==> src/rtl/edge_scan_controller.sv <==
// Raster-scan sequencer: builds a 5-pixel sliding window per row, drives a LATENCY-deep
// edge-detector pipeline and streams tagged results. Define EDGE_SCAN_STATS_EN to add edge_count.
module edge_scan_controller #(
  parameter int WIDTH   = 64,
  parameter int HEIGHT  = 48,
  parameter int LATENCY = 7
) (
  input  logic         clk,
  input  logic         reset,
  input  logic         start,
  input  logic         pix_valid,
  output logic         pix_ready,
  input  logic [23:0]  pix_data,
  output logic [119:0] win_pixels,
  output logic         pipe_en,
  input  logic         pipe_result,
  output logic         edge_valid,
  input  logic         edge_ready,
  output logic         edge_flag,
  output logic [15:0]  edge_col,
  output logic [15:0]  edge_row,
  output logic         busy,
  output logic         frame_done
`ifdef EDGE_SCAN_STATS_EN
  ,
  output logic [15:0]  edge_count
`endif
);

  typedef enum logic [1:0] {
    IDLE  = 2'd0,
    RUN   = 2'd1,
    FLUSH = 2'd2
  } state_t;

  localparam logic [15:0] LAST_COL      = 16'(WIDTH - 1);
  localparam logic [15:0] LAST_ROW      = 16'(HEIGHT - 1);
  localparam logic [15:0] FIRST_WIN_COL = 16'd4;

  state_t             state_r;
  state_t             state_next_s;
  logic [15:0]        pix_col_r;
  logic [15:0]        pix_row_r;
  logic [2:0]         fill_r;
  logic [LATENCY-1:0] tags_r;
  logic [LATENCY-1:0] tags_next_s;
  logic [LATENCY:0]   tags_shift_s;
  logic               stall_s;
  logic               handshake_s;
  logic               accept_s;
  logic               last_pix_s;
  logic               tag_in_s;
  logic               tag_out_s;
  logic               load_s;
  logic               start_ok_s;
  logic               flush_empty_s;

  assign stall_s       = edge_valid && !edge_ready;
  assign handshake_s   = edge_valid && edge_ready;
  assign pix_ready     = (state_r == RUN) && !stall_s;
  assign accept_s      = pix_valid && pix_ready;
  assign last_pix_s    = (pix_col_r == LAST_COL) && (pix_row_r == LAST_ROW);
  assign tag_out_s     = tags_r[LATENCY-1];
  assign load_s        = pipe_en && tag_out_s;
  assign busy          = (state_r != IDLE);
  assign start_ok_s    = start && (state_r == IDLE);
  assign flush_empty_s = !(|tags_r);
  assign tags_shift_s  = {tags_r, tag_in_s};
  assign tags_next_s   = tags_shift_s[LATENCY-1:0];

  // FSM state register
  always_ff @(posedge clk) begin
    if (reset) begin
      state_r <= IDLE;
    end else begin
      state_r <= state_next_s;
    end
  end

  // Next state, pipeline advance and tag injection
  always_comb begin
    state_next_s = state_r;
    pipe_en      = 1'b0;
    tag_in_s     = 1'b0;
    case (state_r)
      IDLE: begin
        if (start) begin
          state_next_s = RUN;
        end else begin
          state_next_s = IDLE;
        end
      end
      RUN: begin
        // A window is complete once four earlier pixels of this row are already held.
        if (accept_s && (fill_r >= 3'd4)) begin
          pipe_en  = 1'b1;
          tag_in_s = 1'b1;
        end else begin
          pipe_en  = 1'b0;
          tag_in_s = 1'b0;
        end
        if (accept_s && last_pix_s) begin
          state_next_s = FLUSH;
        end else begin
          state_next_s = RUN;
        end
      end
      FLUSH: begin
        if (!stall_s && !flush_empty_s) begin
          pipe_en = 1'b1;
        end else begin
          pipe_en = 1'b0;
        end
        if (flush_empty_s && (!edge_valid || edge_ready)) begin
          state_next_s = IDLE;
        end else begin
          state_next_s = FLUSH;
        end
      end
      default: begin
        state_next_s = IDLE;
        pipe_en      = 1'b0;
        tag_in_s     = 1'b0;
      end
    endcase
  end

  // Input raster position, per-row fill count and sliding window
  always_ff @(posedge clk) begin
    if (reset) begin
      pix_col_r  <= 16'd0;
      pix_row_r  <= 16'd0;
      fill_r     <= 3'd0;
      win_pixels <= 120'd0;
    end else if (start_ok_s) begin
      pix_col_r  <= 16'd0;
      pix_row_r  <= 16'd0;
      fill_r     <= 3'd0;
      win_pixels <= win_pixels;
    end else if (accept_s) begin
      win_pixels <= {pix_data, win_pixels[119:24]};
      if (pix_col_r == LAST_COL) begin
        pix_col_r <= 16'd0;
        pix_row_r <= pix_row_r + 16'd1;
        fill_r    <= 3'd0;
      end else begin
        pix_col_r <= pix_col_r + 16'd1;
        pix_row_r <= pix_row_r;
        if (fill_r < 3'd5) begin
          fill_r <= fill_r + 3'd1;
        end else begin
          fill_r <= fill_r;
        end
      end
    end else begin
      pix_col_r  <= pix_col_r;
      pix_row_r  <= pix_row_r;
      fill_r     <= fill_r;
      win_pixels <= win_pixels;
    end
  end

  // Valid-tag shadow of the detector pipeline
  always_ff @(posedge clk) begin
    if (reset) begin
      tags_r <= {LATENCY{1'b0}};
    end else if (pipe_en) begin
      tags_r <= tags_next_s;
    end else begin
      tags_r <= tags_r;
    end
  end

  // Result register; a new load may coincide with the handshake of the previous result
  always_ff @(posedge clk) begin
    if (reset) begin
      edge_valid <= 1'b0;
      edge_flag  <= 1'b0;
      edge_col   <= FIRST_WIN_COL;
      edge_row   <= 16'd0;
    end else begin
      if (load_s) begin
        edge_valid <= 1'b1;
        edge_flag  <= pipe_result;
      end else if (handshake_s) begin
        edge_valid <= 1'b0;
        edge_flag  <= edge_flag;
      end else begin
        edge_valid <= edge_valid;
        edge_flag  <= edge_flag;
      end
      if (start_ok_s) begin
        edge_col <= FIRST_WIN_COL;
        edge_row <= 16'd0;
      end else if (handshake_s) begin
        if (edge_col == LAST_COL) begin
          edge_col <= FIRST_WIN_COL;
          edge_row <= edge_row + 16'd1;
        end else begin
          edge_col <= edge_col + 16'd1;
          edge_row <= edge_row;
        end
      end else begin
        edge_col <= edge_col;
        edge_row <= edge_row;
      end
    end
  end

  // End-of-frame pulse, raised on the FLUSH to IDLE transition
  always_ff @(posedge clk) begin
    if (reset) begin
      frame_done <= 1'b0;
    end else begin
      frame_done <= (state_r == FLUSH) && (state_next_s == IDLE);
    end
  end

`ifdef EDGE_SCAN_STATS_EN
  // Saturating count of accepted results that flagged an edge
  always_ff @(posedge clk) begin
    if (reset) begin
      edge_count <= 16'd0;
    end else if (start_ok_s) begin
      edge_count <= 16'd0;
    end else if (handshake_s && edge_flag && (edge_count != 16'hFFFF)) begin
      edge_count <= edge_count + 16'd1;
    end else begin
      edge_count <= edge_count;
    end
  end
`endif

endmodule

==> config.mk <==
export PLATFORM = sky130hd
export DESIGN_NAME = edge_scan_controller
export DESIGN_NICKNAME = d
export VERILOG_FILES = /design/src/rtl/edge_scan_controller.sv
export SDC_FILE = /design/constraint.sdc
export NUM_CORES = 1
export LEC_CHECK = 0
export ABC_CLOCK_PERIOD_IN_PS = 1910
export CAP_MARGIN = 20
export CORE_MARGIN = 1.5
export CORE_UTILIZATION = 32
export CTS_BUF_LIST = sky130_fd_sc_hd__clkbuf_8
export DETAILED_ROUTE_END_ITERATION = 10
export GPL_TIMING_DRIVEN = 0
export PLACE_DENSITY = 0.65
export SETUP_SLACK_MARGIN = 0.05
export SLEW_MARGIN = 5
export SYNTH_ARGS = -nofsm -noshare
export SYNTH_HDL_FRONTEND = slang
export SYNTH_SLANG_ARGS = --single-unit
==> constraint.sdc <==
create_clock -name clk -period 1.91 [get_ports clk]
set_input_delay 0.382 -clock clk [delete_from_list [all_inputs] [get_ports clk]]
set_output_delay 0.382 -clock clk [all_outputs]
set_load 0.03 [all_outputs]
# ---- After elaboration in Yosys (flattened, before gate mapping)
# Cells that the tools add are included.
dict set report totals {
  reg_bits 199
  in_bits 30
  output_inout_bits 158
}
dict set report op_classes {
  magnitude_cmp 2
  mux 14
  reduce_logical 28
  bitwise 1
  add_sub_neg 5
  eq_ne 5
}
# cell count
set op_table {}
lappend op_table {{adder 16 x 1 -> 16 bit, second input constant} 4}
lappend op_table {{== test 16 x 6 -> 1 bit, second input constant} 3}
lappend op_table {{2-to-1 mux 16 bit} 2}
lappend op_table {{logical AND 1 bit} 12}
lappend op_table {{AND reduction 2 bit} 4}
lappend op_table {{OR reduction 7 bit} 1}
lappend op_table {{2-to-1 mux 1 bit} 6}
lappend op_table {{2-to-1 mux 3 bit} 2}
lappend op_table {{one-hot mux 2 bit (3 select lines)} 1}
lappend op_table {{nonzero test 2 bit} 3}
lappend op_table {{zero test 1 bit} 4}
lappend op_table {{zero test 2 bit} 2}
lappend op_table {{2-to-1 mux 2 bit} 2}
lappend op_table {{adder 3 x 1 -> 3 bit, second input constant} 1}
lappend op_table {{>= comparator 3 bit, second input constant} 1}
lappend op_table {{less-than comparator 3 bit, second input constant} 1}
lappend op_table {{== test 2 x 1 -> 1 bit, second input constant} 1}
lappend op_table {{== test 2 bit, second input constant} 1}
lappend op_table {{one-hot mux 1 bit (2 select lines)} 1}
lappend op_table {{OR reduction 2 bit} 1}
lappend op_table {{logical OR 1 bit} 1}
lappend op_table {{NOT 1 bit} 1}

# ---- Logic depth before layout (Yosys ltp)
# Gate-level depths: netlist (run 1).
dict set report logic_depth {
  word_depth 10
  depth_mapped 9
}

# ---- Worst setup path after synthesis (run 1)
# Ideal clock, no wire load.
dict set report synth_path {
  path_type {reg2reg}
  start {reg edge_col[0]}
  end {reg edge_row[12]}
  synth_period_minus_slack_ns 2.110
  stages_incl_launch_ff 8
  n_path_buf 1
  required_time_ns 1.840
  arrival_time_ns 2.039
  setup_slack_ns -0.200
  path_cell_list {dfxtp_1 ha_1 and3_1 and2_1 clkbuf_1 nand4_1 or4_1 a21oi_1}
}
dict set report synth_via {
  elab_chain_len 2
}
# item line
set synth_rtl {}
lappend synth_rtl {{start, declared} 20} ;# output logic [15:0] edge_col,
lappend synth_rtl {{start signal, assigned} 200} ;# edge_col <= edge_col + 16'd1;
lappend synth_rtl {{start signal, assigned} 204} ;# edge_col <= edge_col;
lappend synth_rtl {{== test 16 x 6 -> 1 bit} 196} ;# if (edge_col == LAST_COL) begin
lappend synth_rtl {{AND reduction 2 bit (no line)} --}
lappend synth_rtl {{end signal, assigned} 198} ;# edge_row <= edge_row + 16'd1;
lappend synth_rtl {{end signal, assigned} 201} ;# edge_row <= edge_row;
lappend synth_rtl {{end signal, assigned} 205} ;# edge_row <= edge_row;
lappend synth_rtl {{end, declared} 21} ;# output logic [15:0] edge_row,
# Every way passes these cells.
# A chain may end at the register's enable or synchronous reset.

# ---- Worst setup path in the final report (run 1)
dict set report layout_path {
  start {reg tags_r[4]}
  end {out pipe_en}
}
dict set report layout_via {
  elab_chain_len 4
}
# item line
set layout_rtl {}
lappend layout_rtl {{start, declared} 45} ;# logic [LATENCY-1:0] tags_r;
lappend layout_rtl {{start signal, assigned} 166} ;# tags_r <= {LATENCY{1'b0}};
lappend layout_rtl {{start signal, assigned} 168} ;# tags_r <= tags_next_s;
lappend layout_rtl {{start signal, assigned} 170} ;# tags_r <= tags_r;
lappend layout_rtl {{OR reduction 7 bit} 67} ;# assign flush_empty_s = !(|tags_r);
lappend layout_rtl {{logical AND 1 bit} 109} ;# if (!stall_s && !flush_empty_s) begin
lappend layout_rtl {{2-to-1 mux 1 bit} 109}
lappend layout_rtl {{one-hot mux 1 bit (2 select lines)} 85} ;# case (state_r)
lappend layout_rtl {{end, declared} 15} ;# output logic pipe_en,
# Every way passes these cells.

==> results of run 1 <==
-- routing by layer --
layer  share of wire, %  track usage, %  vias up
met5                  0               0        -
met3                8.2           7.001       14
li1                   -               -     3649
met2                 49           29.63      154
met1                 42           18.94     3245
met4                1.1           4.417        0
-- where the power goes --
group	total, mW	internal, mW	switching [mW]
Sequential	4.18	4.16	0.0197
Combinational	0.435	0.153	0.282
Clock	3.02	1.11	1.91
-- what timing repair did --
item	in CTS	in global routing
gates resized for setup	239	97
cloned	1	0
pin swaps	12	22
buffers inserted	12	17
endpoints found under the setup margin	336	181
hold endpoints to repair	0	0
-- kinds of logic after synthesis --
family                   share of synthesized area, %
flip-flops                                      51.24
adder cells (fa/ha/maj)                         1.448
AND/OR/NAND/NOR                                 26.59
buffers and inverters                           3.412
XOR/XNOR                                        5.745
multiplexers                                    1.030
AO/OA/AOI/OAI                                   10.54
-- worst reg2reg max path, delay by kind of cell, from the launching register on --
kind	cells	cell delay [ps]
DFF	1	360
AOI/OAI and AO/OA	1	120
and+or+nand+nor	4	1390
-- layout by cell type (no fill, tap or decap), types with 6 or more instances in the layout --
master and n:
dfxtp_2 13, dfxtp_4 6, clkbuf_4 7, buf_4 36, nand2_1 274, xnor2_1 18
ha_1 6, mux2i_1 8, nor2_1 67, buf_2 6, dfxtp_1 180, clkbuf_1 17
xor2_1 32, nor4_4 6, clkbuf_2 12, buf_6 8, inv_1 8, nand3_1 19
dlygate4sd2_1 153, nand4_1 20, a21oi_1 133, and3_1 16, clkbuf_8 18, or3_1 6
clkdlybuf4s50_1 27, o21ai_0 8
-- sequential cells by signal (all words and copies together), names as in the netlist, 2 cells and up --
signal      count
edge_col       16
edge_row       16
fill_r          3
pix_col_r      16
pix_row_r      16
state_r         2
tags_r          7
win_pixels    120
-- final cells by class --
cell class                      instances  area [µm²]  area share (%)
Tap cell                              319       399.1           3.626
Clock buffer                           17       234.0           2.126
Sequential cell                       199        4023           36.55
Timing Repair Buffer                  216        1909           17.35
Inverter                                9       33.78          0.3069
Multi-Input combinational cell        692        3859           35.06
Clock inverter                         15       232.7           2.114
Buffer                                 54       316.6           2.876
-- final timing paths --
kind	start	endpoint	slack [ps]	depth (start not counted)
worst max-delay path	tags_r[4]	pipe_en	-290	4
worst min-delay path	edge_ready	edge_col[1]	390	3
worst max register to register	pix_col_r[11]	pix_row_r[11]	-10	5
worst min register to register	win_pixels[16]	win_pixels[16]	460	2
-- metrics by stage --
step	utilization, %	setup WS, ps	cells	power [mW]
5_1_grt	46.48	-383.1	1521	7.925
6_report	46.48	-286.2	1521	7.636
3_5_place_dp	42.48	-1067	1461	4.691
3_3_place_gp	42.48	-1061	1461	4.691
4_1_cts	44.76	-369.7	1506	7.707
2_1_floorplan	-	31.92	956	4.500
==> results.txt, run 1 <==
For this run the aggregate overflow at the end of global routing stands at 0. On the final layout, the worst hold slack is 392.9 ps. The maximum clock skew at final layout came out at 28.72 ps.

The critical path start-end classification is flop to primary output. In this run the number of H-tree levels came out at 4. The final critical path takes up 115.0% of the cycle. The number of synthesized flops with an enable pin came out at 0. The share of post-route cells with drive strength above 1 is 14.64%. The area share of the largest cell type after synthesis came out at 51.24%.

Clock tree synthesis found a total of 199 sinks. Walking the worst path, the cells encountered are or4_4 -> o211ai_1 -> a21boi_2 -> buf_6. Setup violations remaining at the end of the flow were counted as 4. The antenna diode instance count is 0. Based on the critical path, the design can be clocked at up to 455.3 MHz. Ranked by total cell area, the synthesized netlist is headed by dfxtp_1 (51%), nand2_1 (14%), a21oi_1 (8.9%). The post-route minimum period came out at 2196 ps. For this run, design rule violations remaining after detail routing come to 0. The most used flip-flop cell after synthesis is dfxtp_1. The number of buffers inserted during clock tree synthesis came out at 17. The count of buffering cells on the critical path with inverters included came out at 1.

The count of hold-fix buffers inserted at cts is 0. The most frequent cell after synthesis is nand2_1. The area enclosed by the die boundary is 0.02524 mm². For this design, the slowest cell found on the critical path is or4_4. Sequential cells were found to cover 51.24% of the synthesized design area. The instance area at placement is 0.01006 mm².

The net count of the finished layout is 1228. The capturing element type of the critical path is a primary output. The via count of the routed design came out at 7062. Row generation in the floorplan step produced 56 rows. The ratio of total power to cell area is 693.7 mW/mm². The HPWL after detailed placement is 16270 µm. The weighted congestion at the end of routability-driven global placement is 0.8069.

The number of max-slew violations in the final report came out at 0. The worst setup path is launched from a flop. The max-capacitance violation count came out at 0. For this run, asynchronously set or reset flops after synthesis account for 0%. The flow ran to the end, but the final reports show violations. Among cell families on the critical path, the largest total delay comes from simple AND/OR/NAND/NOR gates. The average instance in the mapped netlist occupies 8.133 µm². The initial cell density of the core came out at 32.83%. From bottom edge to top edge, the die measures 158.9 µm. The synthesized instance count is 956. The count of unique library cells instantiated by Yosys came out at 41.

TritonCTS built the clock tree. The first TritonRoute pass finished after 4 iterations. The insertion delay to the later sink of the worst-skew pair came out at 500 ps. The maximum vdd ir drop is 0.5264 mV.

The area of all placed cells without fillers came out at 0.01101 mm². The leakage power summed over all cells came out at 4.561 nW. For the worst setup path, the data required time is 1530 ps. The filler cells instantiated in the layout total 2438. After clock tree synthesis, the clock-pin slew on the worst setup and hold paths is 110 ps. The final worst-path setup slack came out at -286.2 ps. The first global-routing pass estimated 34570 µm of wire. The maximum fanout along the worst path is 2. The class of the worst hold path is input port to flop. The arrival time of the worst setup path came out at 1810 ps.

Entering global routing, the biggest net connects 26 pins. The area overhead of the layout relative to synthesis came out at 41.57%. In this run the remaining antenna-violating nets after routing total 0.

The commonest cells after synthesis are nand2_1 (280), dfxtp_1 (199), a21oi_1 (138). The standard cell core area is 0.02368 mm². The overall fraction of global-route tracks in use is 16.95%.

The per-cell via count in the routed design is 4.643. The final count of hold timing violations came to 0. Setup repair after global routing could not meet its margin everywhere. The synthesized design spends more area on one cell type than any other, namely dfxtp_1.

The clock passes through at most 2 buffers. Dividing the detail-routed wire length by the instance count gives 14.47 µm. The worst-case headroom to the max-slew limit came out at 51.70%.

The number of antenna violations at the first check in global routing came to 0. The cell area that synthesis handed to floorplanning was 0.007775 mm². The number of global-route vias before repair was 6592.

The I/O pin count is 188. The synthesis warning total came out at 0. In this design, the stage delay of the slowest critical-path cell is 530 ps.

The total detailed-routing wirelength came out at 22010 µm. The post-synthesis register bit count came out at 199. From left edge to right edge, the die measures 158.9 µm. The port buffer count is 186. The tree is rooted in a clkbuf_8. The total nets after synthesis is 995. The transition time at the pin with the least slew margin is 724.5 ps.

The checks that failed: setup timing. The number of DRC markers after the initial detailed-route iteration is 229. Setup total negative slack on the finished layout was measured at -294.3 ps.
No activity file was read; power rests on OpenSTA's default activity.
==> inputs of run 2 (changes only) <==
ABC_CLOCK_PERIOD_IN_PS = 2500   (was 1910)
PLACE_DENSITY = 0.63   (was 0.65)
clock period = 2.5 ns   (was 1.91 ns; I/O delays follow)
==> run 2 against run 1 <==
The flow now finishes without violations. Clock power decreased by 28%. Via count fell by 2.8%. First-iteration DRC count is 51% higher. Die area stayed put. Count of clock-buffer cells in the layout increased by 1. Sequential power is 23% lower. Clock skew down 6.0 ps. Critical path type unchanged. Largest cell class unchanged.
==> results.txt, run 2 (same netlist as run 1, synthesis figures left out) <==
The flow ran to the end, and the final reports show no timing, DRC or antenna violations. The worst hold path stage count is 2 (-1). The half-perimeter wire length after detailed placement is 16110 µm (-1.0%). The worst reg-to-reg setup slack is 290 ps (+300 ps). The switching component of the power is 1.574 mW (-29%). The instance area at placement is 0.01004 mm² (-0.24%). The clock slew at the register clock pins of the worst setup and hold paths came to 110 ps (about the same). The setup slack after placement came to -742.8 ps (+324.3 ps). The required time of the critical path came out at 2000 ps (+470 ps). The power share of the sequential group was 56.4% (+1.6 points).

The number of global-route vias before repair is 6655 (+0.96%). The number of buffers inserted during clock tree synthesis came to 17 (unchanged). The CTS sink count came out at 199 (unchanged). The library cells used most frequently in the layout, excluding fill and tap cells, are nand2_1 (280), dfxtp_1 (198), clkdlybuf4s50_1 (182). The final cycle utilization of the critical path came out at 96.51%. The area enclosed by the die boundary is 0.02524 mm² (unchanged). The number of levels in the clock H-tree is 4 (unchanged). The cell count of the worst reg-to-reg path was 7 (+2).

The max-capacitance violation count is 0 (unchanged). The routed length per placed instance came to 14.00 µm (-3.3%). The final worst-path setup slack is 87.26 ps (+373.4 ps). The number of DRC markers after the initial detailed-route iteration came out at 346 (+51%). The met2 global-route usage came out at 29.25% (-0.38 points). The final antenna-violating net count came out at 0 (unchanged). The min-delay analysis places its worst path in the category flop to flop. The weighted congestion at the end of routability-driven global placement came out at 0.8364 (+3.7%). Counting I/O delays and the setup requirement, the final critical path takes 2413 ps. The initial cell density of the core is 32.83% (unchanged). The total negative slack for setup checks is 0 ps (+294.3 ps). The post-route worst hold slack is 459.6 ps (+66.62 ps). The met3 capacity usage during global routing is 7.419% (+0.42 points). The leakage power summed over all cells is 3.542 nW (-22%). The standard cell core area is 0.02368 mm² (unchanged). The transition time at the pin with the least slew margin came to 899.0 ps (+174.5 ps). The maximum fanout along the worst path came to 7 (+5). The overall fraction of global-route tracks in use came out at 16.87% (-0.076 points). The design internal power is 4.106 mW (-24%). Following the worst setup path forward leads to its endpoint at pipe_en.

From synthesis to final layout, the design area changed by 35.32%. The number of flip-flops in the largest register is 120 (unchanged). The critical path start-end classification is flop to primary output. The post-detailed-route DRC marker count is 0 (unchanged).

The number of fillers in the final layout came to 2442 (+0.16%). The number of max-slew violations in the final report is 0 (unchanged). The critical path startpoint category is a flop.

The combinational share of power came out at 5.4% (-0.3 points). The ratio of total power to cell area is 539.9 mW/mm² (-22%). The share of post-route cells with drive strength above 1 came out at 5.688% (-9.0 points). The insertion delay to the later sink of the worst-skew pair is 490 ps (about the same). The worst register-to-register path begins at edge_valid. The most common cell after layout, fill and taps aside is nand2_1.

The share of total power in the clock network came out at 38.2% (-1.3 points). The global routing met1 resource utilization is 18.82% (-0.12 points). The area of all placed cells without fillers came to 0.01052 mm² (-4.4%). The residual overflow from global routing is 0 (unchanged). The count of final setup violators is 0 (-4). The per-cell via count in the routed design came out at 4.587 (-1.2%). The arrival time of the worst setup path was 1910 ps (+100 ps). The number of antenna violations at the first check in global routing is 0 (unchanged). The worst setup path is captured at a primary output. The maximum vdd ir drop came out at 0.3071 mV (-42%). The first-pass GRT wire length is 34530 µm (-0.12%).

The via count of the routed design is 6867 (-2.8%). The tree is rooted in a clkbuf_8. Counting flops per register, the top entry is win_pixels.

TritonCTS built the clock tree. The overall power consumption came out at 5.680 mW (-26%). The maximum frequency from static timing analysis came out at 414.5 MHz. The largest buffer count on any clock path is 2 (unchanged). The endpoint identified for the worst register-to-register timing path is win_pixels[43]. The count of standard-cell rows came out at 56 (unchanged). The net switching share of the total power came out at 27.71% (-1.2 points).

Setup repair after global routing could not meet its margin everywhere. The antenna diode instance count came out at 0 (unchanged). The net count of the finished layout came out at 1204 (-2.0%). The most used routing layer is met2. The die span in y is 158.9 µm (unchanged). The final count of hold timing violations came to 0 (unchanged). The worst-case headroom to the max-slew limit came out at 39.51% (-12 points). The total detailed-routing wirelength came out at 20950 µm (-4.8%). The number of detailed-routing iterations run before antenna repair came out at 5 (+1).

The I/O pin count is 188 (unchanged). The port buffer count came out at 186 (unchanged). In this run the worst setup path begins at tags_r[1]. The die width is 158.9 µm (unchanged). The maximum clock skew at final layout came to 22.76 ps (-5.955 ps). The maximum number of pins on one net before global-route repair came to 23 (-12%).
run 2: changes by cell type in the layout (fill, tap and decap cells not counted), moves of 7 or more:
| cell | before | now |
|---|---|---|
| buf_2 | 6 | 13 |
| buf_4 | 36 | 6 |
| buf_6 | 8 | 1 |
| clkbuf_1 | 17 | 37 |
| clkbuf_2 | 12 | 3 |
| clkbuf_4 | 7 | 0 |
| clkdlybuf4s50_1 | 27 | 182 |
| dfxtp_1 | 180 | 198 |
| dfxtp_2 | 13 | 1 |
| dlygate4sd2_1 | 153 | 3 |
| nor4_1 | 4 | 12 |
run 2: per-layer routing:
layer	wire [µm]	vias to the layer above	share of wire (%)
met5	0	-	0
met4	185	0	0.88
met3	1856	13	8.9
met2	10190	159	49
met1	8717	3076	42
li1	-	3619	-
run 2: final cells by class:
type	count	area [µm²]	area share, %
inverter	9	33.78	0.3211
multi-input combinational	692	3547	33.71
clock buffer	18	247.7	2.355
sequential	199	3985	37.88
buffer	56	237.7	2.259
tap	319	399.1	3.794
clock inverter	14	181.4	1.724
timing repair buffer	190	1889	17.96
run 2: power by group through the flow:
| stage | logic [mW] | clock network [mW] | registers (mW) |
|---|---|---|---|
| finish | 0.306 | 2.17 | 3.20 |
| global route | 0.337 | 2.37 | 3.21 |
| CTS | 0.310 | 2.25 | 3.20 |
| detailed placement | 0.311 | 0 | 3.27 |
| global placement | 0.310 | 0 | 3.27 |
| floorplan | 0.139 | 0 | 3.30 |
run 2: what timing repair did:
action | in CTS | in global routing
hold buffers | 0 | 0
buffers inserted | 0 | 4
setup endpoints to repair | 24 | 119
pin swaps | 2 | 1
gates resized for setup | 16 | 7
cloned | 0 | 0
run 2: how the worst min path moves through the flow:
stage / start / to
2_1_floorplan: pix_col_r[1] / pix_col_r[1]
3_3_place_gp: win_pixels[20] / win_pixels[20]
3_5_place_dp: win_pixels[18] / win_pixels[18]
4_1_cts: win_pixels[18] / win_pixels[18]
5_1_grt: win_pixels[115] / win_pixels[91]
6_report: win_pixels[18] / win_pixels[18]
run 2: worst max-delay path: stages (launching register included):
cell and delay [ps]:
dfxtp_2 340, or4_4 530, o211ai_1 180, a21boi_1 80, buf_4 160, buf_6 140
run 2: through the flow:
step	instances	utilization, %
global route	1497	44.43
finish	1497	44.43
detailed placement	1461	42.38
global placement	1461	42.38
CTS	1493	44.24
floorplan	956	-
==> inputs of run 3 (changes only) <==
GPL_TIMING_DRIVEN = unset   (was 0)
==> run 3 against run 2 <==
Wire length decreased by 5.7%. Hold slack got worse by 99 ps. Via count increased by 0.79%. Count of clock-buffer cells in the layout unchanged. First-iteration DRC count increased by 26%. Clock skew decreased by 5.8 ps. Critical path depth decreased by 1. Global-route usage decreased by 1.5 points. Sequential share of layout area decreased by 0.32 points. Cell count decreased by 1.8%. Power decreased by 0.68%. Largest power group unchanged.
==> results.txt, run 3 (same netlist as run 1, synthesis figures left out) <==
The number of antenna violations at the first check in global routing was 0 (unchanged). The maximum frequency from static timing analysis is 427.2 MHz (+3.1%). The standard cell core area is 0.02368 mm² (unchanged). The flow ran to the end, and the final reports show no timing, DRC or antenna violations.

The area overhead of the layout relative to synthesis came out at 36.42%. The maximum vdd ir drop is 0.2911 mV (-5.2%). The per-cell via count in the routed design was 4.708 (+2.6%). The most common cell after layout, fill and taps aside is nand2_1. The initial cell density of the core came out at 32.83% (unchanged). The number of buffers inserted during clock tree synthesis is 17 (unchanged). The count of final setup violators was 0 (unchanged). The total negative slack for setup checks is 0 ps (unchanged).

The port buffer count came out at 187 (+0.54%). The post-detailed-route DRC marker count came out at 0 (unchanged). The final cycle utilization of the critical path is 93.64% (-2.9 points).

The worst register-to-register path ends at pix_row_r[15]. Counting flops per register, the top entry is win_pixels. The die width came out at 158.9 µm (unchanged). The first-pass GRT wire length came out at 31860 µm (-7.7%). The antenna diode instance count came out at 0 (unchanged).

The total detailed-routing wirelength was 19760 µm (-5.7%). The leakage power summed over all cells came out at 3.592 nW (+1.4%). The overall fraction of global-route tracks in use is 15.35% (-1.5 points). The min-delay analysis places its worst path in the category input port to flop. The I/O pin count came out at 188 (unchanged). The maximum number of pins on one net before global-route repair came to 132 (+470%). The ratio of total power to cell area was 531.9 mW/mm² (-1.5%).

The cell count of the worst reg-to-reg path came out at 5 (-2). The share of post-route cells with drive strength above 1 was 6.690% (+1.0 points). The number of global-route vias before repair came out at 6157 (-7.5%). The number of fillers in the final layout is 2438 (-0.16%). The setup slack after placement is 116.4 ps (+859.2 ps). The buffers inserted during post-CTS setup optimization was 0 (unchanged).

The net count of the finished layout was 1177 (-2.2%). The count of standard-cell rows is 56 (unchanged). The top cell types in the final layout, fill and taps aside, are nand2_1 (279), dfxtp_1 (199), clkdlybuf4s50_1 (183). The root buffer cell is clkbuf_8. In this run the most critical hold path is launched from reset.

The transition time at the pin with the least slew margin is 646.3 ps (-252.7 ps). The overall power consumption came out at 5.642 mW (-0.68%). The worst-case hold path end point is fill_r[0].

The die span in y came out at 158.9 µm (unchanged). The worst register-to-register path begins at pix_col_r[10]. The worst setup path is launched from a flop. The final count of hold timing violations is 0 (unchanged). The maximum clock skew at final layout came to 16.99 ps (-5.770 ps). The count of hold-fix buffers inserted at cts was 0 (unchanged).

The worst-case headroom to the max-slew limit is 56.91% (+17 points). The capturing element type of the critical path is a primary output. The post-route minimum period is 2341 ps (-71.72 ps).

The half-perimeter wire length after detailed placement is 13710 µm (-15%). The number of DRC markers after the initial detailed-route iteration was 435 (+26%). The final worst-path setup slack is 159.0 ps (+71.72 ps). The insertion delay to the later sink of the worst-skew pair came out at 470 ps (-20 ps). The CTS sink count came out at 199 (unchanged). The max-capacitance violation count is 0 (unchanged). The number of levels in the clock H-tree came out at 4 (unchanged).

The worst hold path stage count was 4 (+2). The required time of the critical path was 2000 ps (about the same). TritonCTS built the clock tree. The number of flip-flops in the largest register is 120 (unchanged). The clock slew at the register clock pins of the worst setup and hold paths was 110 ps (about the same). The largest buffer count on any clock path is 2 (unchanged).

The final antenna-violating net count is 0 (unchanged). The area enclosed by the die boundary came out at 0.02524 mm² (unchanged). The maximum fanout along the worst path came out at 3 (-4).

Setup repair after global routing left no endpoint under its margin. The critical path in this run is classified as flop to primary output. The weighted congestion at the end of routability-driven global placement came out at 0.7803 (-6.7%).

The number of detailed-routing iterations run before antenna repair is 4 (-1). The number of max-slew violations in the final report is 0 (unchanged). The via count of the routed design is 6921 (+0.79%). The routed length per placed instance is 13.44 µm (-3.9%). The residual overflow from global routing was 0 (unchanged). The worst reg-to-reg setup slack is 460 ps (+170 ps). The arrival time of the worst setup path is 1840 ps (-70 ps).
[run 3: metal layers]
metal	up-vias	global-route usage, %	share of wire (%)
met1	3185	19.63	46
li1	3558	-	-
met3	16	6.426	8.0
met5	-	0	0
met2	162	23.54	45
met4	0	4.417	1.1
[run 3: worst max-delay path by stage]
stage | startpoint | end | cells after the start
6_report | tags_r[1] | pipe_en | 4
5_1_grt | tags_r[1] | pipe_en | 4
4_1_cts | tags_r[1] | pipe_en | 4
3_5_place_dp | edge_ready | pix_row_r[15] | 7
3_3_place_gp | edge_ready | pix_row_r[15] | 7
2_1_floorplan | edge_col[0] | edge_row[12] | 7
[run 3: where the power goes]
| part | internal (mW) | switching (mW) | total, mW |
|---|---|---|---|
| logic | 0.128 | 0.201 | 0.330 |
| registers | 3.19 | 0.0141 | 3.20 |
| clock network | 0.797 | 1.32 | 2.11 |
| total | 4.11 | 1.53 | 5.64 |
[run 3: what timing repair did]
action	in CTS	in global routing
setup endpoints to repair	1	1
gates cloned	0	0
gates resized for setup	1	1
pin swaps	0	1
[run 3: metrics by stage]
stage	hold WS [ps]	cells	util [%]	cell area [µm²]
floorplan	453.1	956	-	7775
global placement	442.0	1438	42.98	10180
detailed placement	445.8	1438	42.98	10180
CTS	331.1	1470	44.77	10600
global route	338.4	1470	44.79	10610
finish	360.6	1470	44.79	10610
[run 3: cell type report]
cell class              instances  area [µm²]  area share (%)
multi-input cells             692        3548           33.46
inverters                       9       33.78          0.3185
repair buffers                219        2216           20.89
flip-flops and latches        199        3984           37.56
clock inverters                14       177.7           1.675
clock buffers                  18       247.7           2.336
well taps                     319       399.1           3.763
[run 3: worst max-delay path: stages, from the launching register on]
cell	delay [ps]
dfxtp_1	340
or4_1	560
o211ai_1	210
a21boi_2	100
buf_4	170
